## config.mk

```make
export PLATFORM = sky130hd
export DESIGN_NAME = fpu_issue_ctrl
export DESIGN_NICKNAME = d
export VERILOG_FILES = /design/src/rtl/fpu_issue_ctrl.sv
export SDC_FILE = /design/constraint.sdc
export NUM_CORES = 1
export LEC_CHECK = 0
export BUFFER_PORTS_ARGS = -buffer_cell sky130_fd_sc_hd__buf_2
export CORE_AREA = 3 3 241 243
export CTS_BUF_LIST = sky130_fd_sc_hd__clkbuf_16
export DETAILED_ROUTE_END_ITERATION = 10
export DIE_AREA = 0 0 244 246
export SLEW_MARGIN = 20
export SYNTH_ARGS = -nofsm -noshare
export SYNTH_HDL_FRONTEND = slang
export SYNTH_SLANG_ARGS = --single-unit
export TNS_END_PERCENT = 50
```

## constraint.sdc

```tcl
create_clock -name clk -period 2.04 [get_ports clk]
set_clock_uncertainty 0.05 [all_clocks]
set_input_delay 0.408 -clock clk [delete_from_list [all_inputs] [get_ports clk]]
set_output_delay 0.408 -clock clk [all_outputs]
set_load 0.01 [all_outputs]
```

## src/rtl/fpu_issue_ctrl.sv

```systemverilog
// fpu_issue_ctrl: round-robin issue of two requesters into a shared FPU with a one-entry response buffer
module fpu_issue_ctrl #(
    parameter int TAG_W = 4,
    parameter int CNT_W = 16
) (
    input  logic             clk,
    input  logic             rst,
    input  logic             req0_valid,
    output logic             req0_ready,
    input  logic [6:0]       req0_func7,
    input  logic [2:0]       req0_func3,
    input  logic [4:0]       req0_rs2,
    input  logic [63:0]      req0_a,
    input  logic [63:0]      req0_b,
    input  logic [TAG_W-1:0] req0_tag,
    input  logic             req1_valid,
    output logic             req1_ready,
    input  logic [6:0]       req1_func7,
    input  logic [2:0]       req1_func3,
    input  logic [4:0]       req1_rs2,
    input  logic [63:0]      req1_a,
    input  logic [63:0]      req1_b,
    input  logic [TAG_W-1:0] req1_tag,
    output logic [6:0]       fpu_func7,
    output logic [2:0]       fpu_func3,
    output logic [4:0]       fpu_rs2,
    output logic [63:0]      fpu_operand_a,
    output logic [63:0]      fpu_operand_b,
    input  logic [63:0]      fpu_result,
    input  logic [4:0]       fpu_flags,
    input  logic             fpu_cmp,
    output logic             resp_valid,
    input  logic             resp_ready,
    output logic             resp_id,
    output logic [TAG_W-1:0] resp_tag,
    output logic [63:0]      resp_result,
    output logic [4:0]       resp_flags,
    output logic             resp_cmp,
    output logic             resp_illegal,
    input  logic             csr_we,
    input  logic [2:0]       csr_frm_wdata,
    input  logic [4:0]       csr_fflags_wdata,
    output logic [2:0]       frm,
    output logic [4:0]       fflags,
    output logic [CNT_W-1:0] issue_cnt
);
    logic             any, gid, can_accept, accept, is_cmp, illegal;
    logic [6:0]       s_f7;
    logic [2:0]       s_f3, eff_rm;
    logic [4:0]       s_rs2;
    logic [63:0]      s_a, s_b;
    logic [TAG_W-1:0] s_tag;
    logic             fav_q, fav_d;
    logic             resp_valid_q, resp_valid_d;
    logic             resp_id_q, resp_id_d;
    logic [TAG_W-1:0] resp_tag_q, resp_tag_d;
    logic [63:0]      resp_result_q, resp_result_d;
    logic [4:0]       resp_flags_q, resp_flags_d;
    logic             resp_cmp_q, resp_cmp_d;
    logic             resp_illegal_q, resp_illegal_d;
    logic [2:0]       frm_q, frm_d;
    logic [4:0]       fflags_q, fflags_d;
    logic [CNT_W-1:0] cnt_q, cnt_d;

    always_comb begin
        any        = req0_valid | req1_valid;
        gid        = (req0_valid & req1_valid) ? fav_q : req1_valid;
        can_accept = !resp_valid_q | resp_ready;
        accept     = can_accept & any;
        req0_ready = accept & !gid;
        req1_ready = accept & gid;
        s_f7       = gid ? req1_func7 : req0_func7;
        s_f3       = gid ? req1_func3 : req0_func3;
        s_rs2      = gid ? req1_rs2 : req0_rs2;
        s_a        = gid ? req1_a : req0_a;
        s_b        = gid ? req1_b : req0_b;
        s_tag      = gid ? req1_tag : req0_tag;
        is_cmp     = (s_f7 == 7'b1010000) | (s_f7 == 7'b1010001);
        eff_rm     = (!is_cmp && s_f3 == 3'b111) ? frm_q : s_f3;
        illegal    = !is_cmp & (eff_rm >= 3'd5);
        fpu_func7     = any ? s_f7 : '0;
        fpu_func3     = any ? eff_rm : '0;
        fpu_rs2       = any ? s_rs2 : '0;
        fpu_operand_a = any ? s_a : '0;
        fpu_operand_b = any ? s_b : '0;
    end

    always_comb begin
        fav_d          = accept ? !gid : fav_q;
        resp_valid_d   = accept | (resp_valid_q & !resp_ready);
        resp_id_d      = accept ? gid : resp_id_q;
        resp_tag_d     = accept ? s_tag : resp_tag_q;
        resp_result_d  = accept ? (illegal ? 64'd0 : fpu_result) : resp_result_q;
        resp_flags_d   = accept ? (illegal ? 5'd0 : fpu_flags) : resp_flags_q;
        resp_cmp_d     = accept ? (!illegal & fpu_cmp) : resp_cmp_q;
        resp_illegal_d = accept ? illegal : resp_illegal_q;
        frm_d          = csr_we ? csr_frm_wdata : frm_q;
        fflags_d       = (csr_we ? csr_fflags_wdata : fflags_q) | ((accept & !illegal) ? fpu_flags : 5'd0);
        cnt_d          = (accept && cnt_q != '1) ? cnt_q + 1'b1 : cnt_q;
    end

    always_ff @(posedge clk) begin
        if (rst) begin
            fav_q          <= 1'b0;
            resp_valid_q   <= 1'b0;
            resp_id_q      <= 1'b0;
            resp_tag_q     <= '0;
            resp_result_q  <= '0;
            resp_flags_q   <= '0;
            resp_cmp_q     <= 1'b0;
            resp_illegal_q <= 1'b0;
            frm_q          <= '0;
            fflags_q       <= '0;
            cnt_q          <= '0;
        end else begin
            fav_q          <= fav_d;
            resp_valid_q   <= resp_valid_d;
            resp_id_q      <= resp_id_d;
            resp_tag_q     <= resp_tag_d;
            resp_result_q  <= resp_result_d;
            resp_flags_q   <= resp_flags_d;
            resp_cmp_q     <= resp_cmp_d;
            resp_illegal_q <= resp_illegal_d;
            frm_q          <= frm_d;
            fflags_q       <= fflags_d;
            cnt_q          <= cnt_d;
        end
    end

    assign resp_valid   = resp_valid_q;
    assign resp_id      = resp_id_q;
    assign resp_tag     = resp_tag_q;
    assign resp_result  = resp_result_q;
    assign resp_flags   = resp_flags_q;
    assign resp_cmp     = resp_cmp_q;
    assign resp_illegal = resp_illegal_q;
    assign frm          = frm_q;
    assign fflags       = fflags_q;
    assign issue_cnt    = cnt_q;
endmodule

```

* Yosys cells after proc, flatten, opt, wreduce, memory -nomap -nowiden
Index checks and enable logic that the tools add are counted.
Widths: inputs -> output; s select.
** Storage, ports and cells
- Register bits :: 102
- Input bits :: 378
- Logic and storage cells :: 54
- Output and inout port bits :: 246
** Operators by class
- $add $sub $neg :: 1
- Bitwise gates (word level) :: 13
- Muxes and demuxes :: 17
- Reductions and logical operators :: 7
- Eq/ne operators :: 4
- $lt $le $gt $ge :: 1
** Operators with widths (count)
- $mux 64 :: 5
- $mux 5 :: 5
- $add 16x1->16 const B :: 1
- $ne 16x16->1 const B :: 1
- $eq 7x7->1 const B :: 2
- $mux 7 :: 2
- $mux 3 :: 3
- $and 1x1->1 :: 8
- $logic_not 1->1 :: 5
- $or 5x5->5 :: 1
- $mux 4 :: 1
- $or 1x1->1 :: 4
- $eq 3x3->1 const B :: 1
- $ge 3x3->1 const B :: 1
- $logic_and 1x1->1 :: 2
- $mux 1 :: 1

* Logic depth before layout (Yosys ltp)
- Depth in word-level cells :: 14
- Mapped depth :: 8

* Worst setup path after synthesis
OpenSTA, ideal clock, no wires.
- Path kind :: input to output
- Start :: input port req0_valid
- End :: output port fpu_operand_b[23]
- Path slack :: -0.187 ns
- Data required time :: 1.582 ns
- Stages :: 8
- Data arrival time :: 1.769 ns
- Cell sequence :: buf_2 -> nand2b_1 -> nand2_1 -> clkbuf_1 -> buf_2 -> buf_1 -> nand3_1 -> nand2_1
** Between the ends
- Cells in the longest elaborated chain, start to end :: 4
** Ends and longest elaborated chain
- start: declaration :: RTL line 8 : input logic req0_valid,
- $and 1x1->1 :: RTL line 67 : gid = (req0_valid & req1_valid) ? fav_q : req1_valid;
- $mux 1 :: RTL line 67
- $mux 64 :: RTL line 76 : s_b = gid ? req1_b : req0_b;
- $mux 64 * :: RTL line 85 : fpu_operand_b = any ? s_b : '0;
- end: declaration :: RTL line 28 : output logic [63:0] fpu_operand_b,
Every way passes the cells marked *; elsewhere a longest branch is shown, timed or not.

* Worst setup path after layout
- Start :: input port req1_func7[3]
- End :: output port fpu_func3[1]
** Between the ends
- Cells in the longest elaborated chain, start to end :: 7
** Ends and longest elaborated chain
- start: declaration :: RTL line 18 : input logic [6:0] req1_func7,
- $mux 7 * :: RTL line 72 : s_f7 = gid ? req1_func7 : req0_func7;
- $eq 7x7->1 :: RTL line 78 : is_cmp = (s_f7 == 7'b1010000) | (s_f7 == 7'b1010001);
- $or 1x1->1 * :: RTL line 78
- $logic_not 1->1 * :: RTL line 79 : eff_rm = (!is_cmp && s_f3 == 3'b111) ? frm_q : s_f3;
- $logic_and 1x1->1 * :: RTL line 79
- $mux 3 * :: RTL line 79
- $mux 3 * :: RTL line 82 : fpu_func3 = any ? eff_rm : '0;
- end: declaration :: RTL line 25 : output logic [2:0] fpu_func3,
Marked as above.

==> results.toml <==
[sta]
fin_hold_ws_ps = 225
setup-tns-final_ps = -29120
fmax_mhz = 413
worst-slew-pin-transition_ps = 725
rsz0062_at_grt = "yes"
finalSetupViolCount = 218
slew_violations = 0
relative_slew_slack = 0.517
final_min_period_over_clock_period = 1.19
finalHoldViolations = 0
setup_slack_after_layout_ps = -381
layout_min_cycle_time_ps = 2420

[routing]
drc = 0
detail_route.vias_per_cell = 4.08
routedWlPerCell_um = 18.9
dr.first_iter.drc_count = 430
drt_wl_total_um = 43200
drt_first_pass_iters = 4
dr_total_vias = 9328
antenna_violating_nets_post_route = 0

[clock_tree]
clock_tree.root_cell = "clkbuf_16"
cts_tree = "done"
worstSkewPairLatency_ps = 360
clkTransAtPathRegs_ps = 70
cts.sink_count = 102
cts_buffers = 9
cts_htree_levels = 3
ctsHoldBuffers = 0
cts.path.max_buffers = 2

[synth]
main_synth_ff_type = "dfxtp_1"
synthDistinctLibCells = 44
synth_fp_nets = 1210
postSynthAreaPerCell_um2 = 7.01
synthCells = 831
number_of_synthesis_warnings = 0
yosysSeqAreaShare = 0.350
synth_edf_count = 0
synth_async_sr_flop_share = 0
netlist_area_um2 = 5830
ys_ff_latch = 102

[pwr]
cellLeakagePower_nw = 6.77
peakVddDrop_v = 0.000743
total_power_mw = 7.12
power_density_nw_per_um2 = 534

[cells_and_area]
flow.area_growth_from_synthesis_pct = 129
finish.net_count = 1899
postLayoutCoreUtil = 0.237
finalNonFillerCells = 2286
drive_above_1_share = 0.661

[critical_path]
worst_case_register_to_register_setup_slack_ps = -100
worstRegToRegCells = 10
crit_arrival_ps = 1960
critPathMaxFanout = 2
crit_type = "input pin to primary output"
rr_startpoint = "fav_q$_SDFFE_PP0P_"
critical_path.startpoint_type = "input pin"
timing.critical_path.to_type = "primary output"
crit_required_ps = 1580
regToRegEndpoint = "fflags[1]$_SDFF_PP0_"

[place]
placement.io_buffers = 623
hpwl_um = 31800
gp_routability_congestion = 0.884
dp.cells = 2209

[floorplan]
die_height_um = 246
die-area_um2 = 60000
core_um2 = 56200
die_w_um = 244
initial_utilization = 0.104
number_of_primary_i_o_pins = 624
placement_rows = 87

[global_route]
grt.total_usage = 0.131
grt.overflow.total = 0
antenna_found_initial = 20
via_count_of_the_first_global_routing_pass = 8999
grt_max_degree = 82
grt_first_pass_wirelength_um = 58700

[status]
violations = "setup timing"
status = "finished with violations"

[worst_hold_path]
worst_hold_path_type = "input pin to flop"
hold_path.startpoint = "fpu_result[36]"
min_delay_path_depth = 2
min_to = "resp_result[36]$_SDFFE_PP0P_"

[job]
cap_violations = 0
## state kept, by name, summed over array words and instances, names as in the netlist
signal	cells
resp_tag	4
issue_cnt	16
resp_flags	5
resp_cmp	1
resp_valid	1
fflags	5
resp_id	1
resp_illegal	1
frm	3
fav_q	1
resp_result	64
## worst max path at each step
stage / startpoint / end / cells past startpoint
floorplan: req0_valid / fpu_operand_b[14] / 7
global placement: req1_func7[1] / fpu_func3[2] / 8
detailed placement: req1_func7[1] / fpu_func3[2] / 8
CTS: req1_func7[3] / fpu_func3[2] / 8
global route: req0_func7[2] / fpu_func3[1] / 9
finish: req1_func7[3] / fpu_func3[1] / 9
## cell usage after synthesis (2+ instances only)
library cell	number	area [um2]
nand2_1	289	1080
nand3_1	138	691
dfxtp_1	102	2040
a32o_1	70	701
clkbuf_1	54	203
nor2_1	45	169
a21oi_1	17	85.1
xnor2_1	12	105
buf_1	11	41.3
buf_2	10	50.1
mux2i_1	9	90.1
and3_1	6	37.5
nor3_1	6	30.0
a31o_2	5	43.8
a22oi_1	4	30.0
a2bb2oi_1	4	35.0
buf_6	4	45.0
nor4_1	4	25.0
nor4b_1	4	35.0
nand3b_1	3	22.5
o21ai_0	3	15.0
a31oi_1	2	12.5
a32oi_1	2	17.5
inv_1	2	7.51
nand2b_1	2	12.5
nand4_1	2	12.5
nor2b_1	2	12.5
nor4_2	2	25.0
or4_1	2	15.0
## cells by family after synthesis
family,synth area share
AOI/OAI and AO/OA,0.170
xor gates and xnor gates,0.0180
adders and majority gates,0.00215
buffers and inverters,0.0608
DFF,0.350
muxes,0.0174
and+or+nand+nor,0.382
## layer usage
| metal | vias up | part of all wire | GRT usage |
|---|---|---|---|
| met5 | - | 0.00088 | 0 |
| met4 | 6 | 0.029 | 0.0463 |
| met3 | 76 | 0.085 | 0.0330 |
| met2 | 548 | 0.48 | 0.222 |
| met1 | 4380 | 0.41 | 0.161 |
| li1 | 4318 | - | - |
## per-stage QoR
step	worst slack, ps	instance area (um2)
after floorplan	1.06	5850
after CTS	-344	12700
final	-381	13300
after detailed placement	-705	10400
after global routing	-404	13300
after global placement	-706	10400
## cell usage in the layout (no fill, tap or decap), drive strengths merged, types with 2 or more instances in the layout
master / count
buf: 755
nand2: 289
nand3: 138
dfxtp: 102
a32o: 70
nor2: 46
a21oi: 17
xnor2: 12
clkbuf: 11
mux2i: 9
and3: 6
nor3: 6
nor4: 6
diode: 5
a31o: 5
inv: 5
a22oi: 4
a2bb2oi: 4
nor4b: 4
nand3b: 3
nor2b: 3
o21ai: 3
or4: 3
a31oi: 2
nand4: 2
bufinv: 2
clkinvlp: 2
nand2b: 2
a32oi: 2
## cell type report
class                   count  area [um2]
fillers                  6153       42800
repair buffers            758        5450
multi-input cells         647        4550
flip-flops and latches    102        2040
well taps                 756         946
clock buffers               9         225
clock inverters             7        96.3
diodes                      5        12.5
inverters                   2        7.51
## power by group
part           switching [mW]  internal [mW]  total [mW]  leakage (nW)
clock                   0.822           1.08        1.90         0.154
sequential             0.0772           2.13        2.21         0.838
combinational            1.51           1.50        3.01          5.77
## timing repair
| action | 4_1_cts | 5_1_grt |
|---|---|---|
| gates resized for setup | 285 | 137 |
| gates cloned | 22 | 2 |
| pin swaps | 222 | 81 |
| endpoints found under the setup margin | 218 | 223 |
| setup buffers | 30 | 7 |
| hold endpoints to repair | 0 | 0 |
## worst max-delay path: stages
cell,delay [ps]
buf_6,100
nor4b_4,360
buf_4,170
nand3b_1,120
a32oi_2,230
buf_4,170
nor2_1,50
nor4_2,180
buf_2,190
Power figures use the tool's default switching activity.
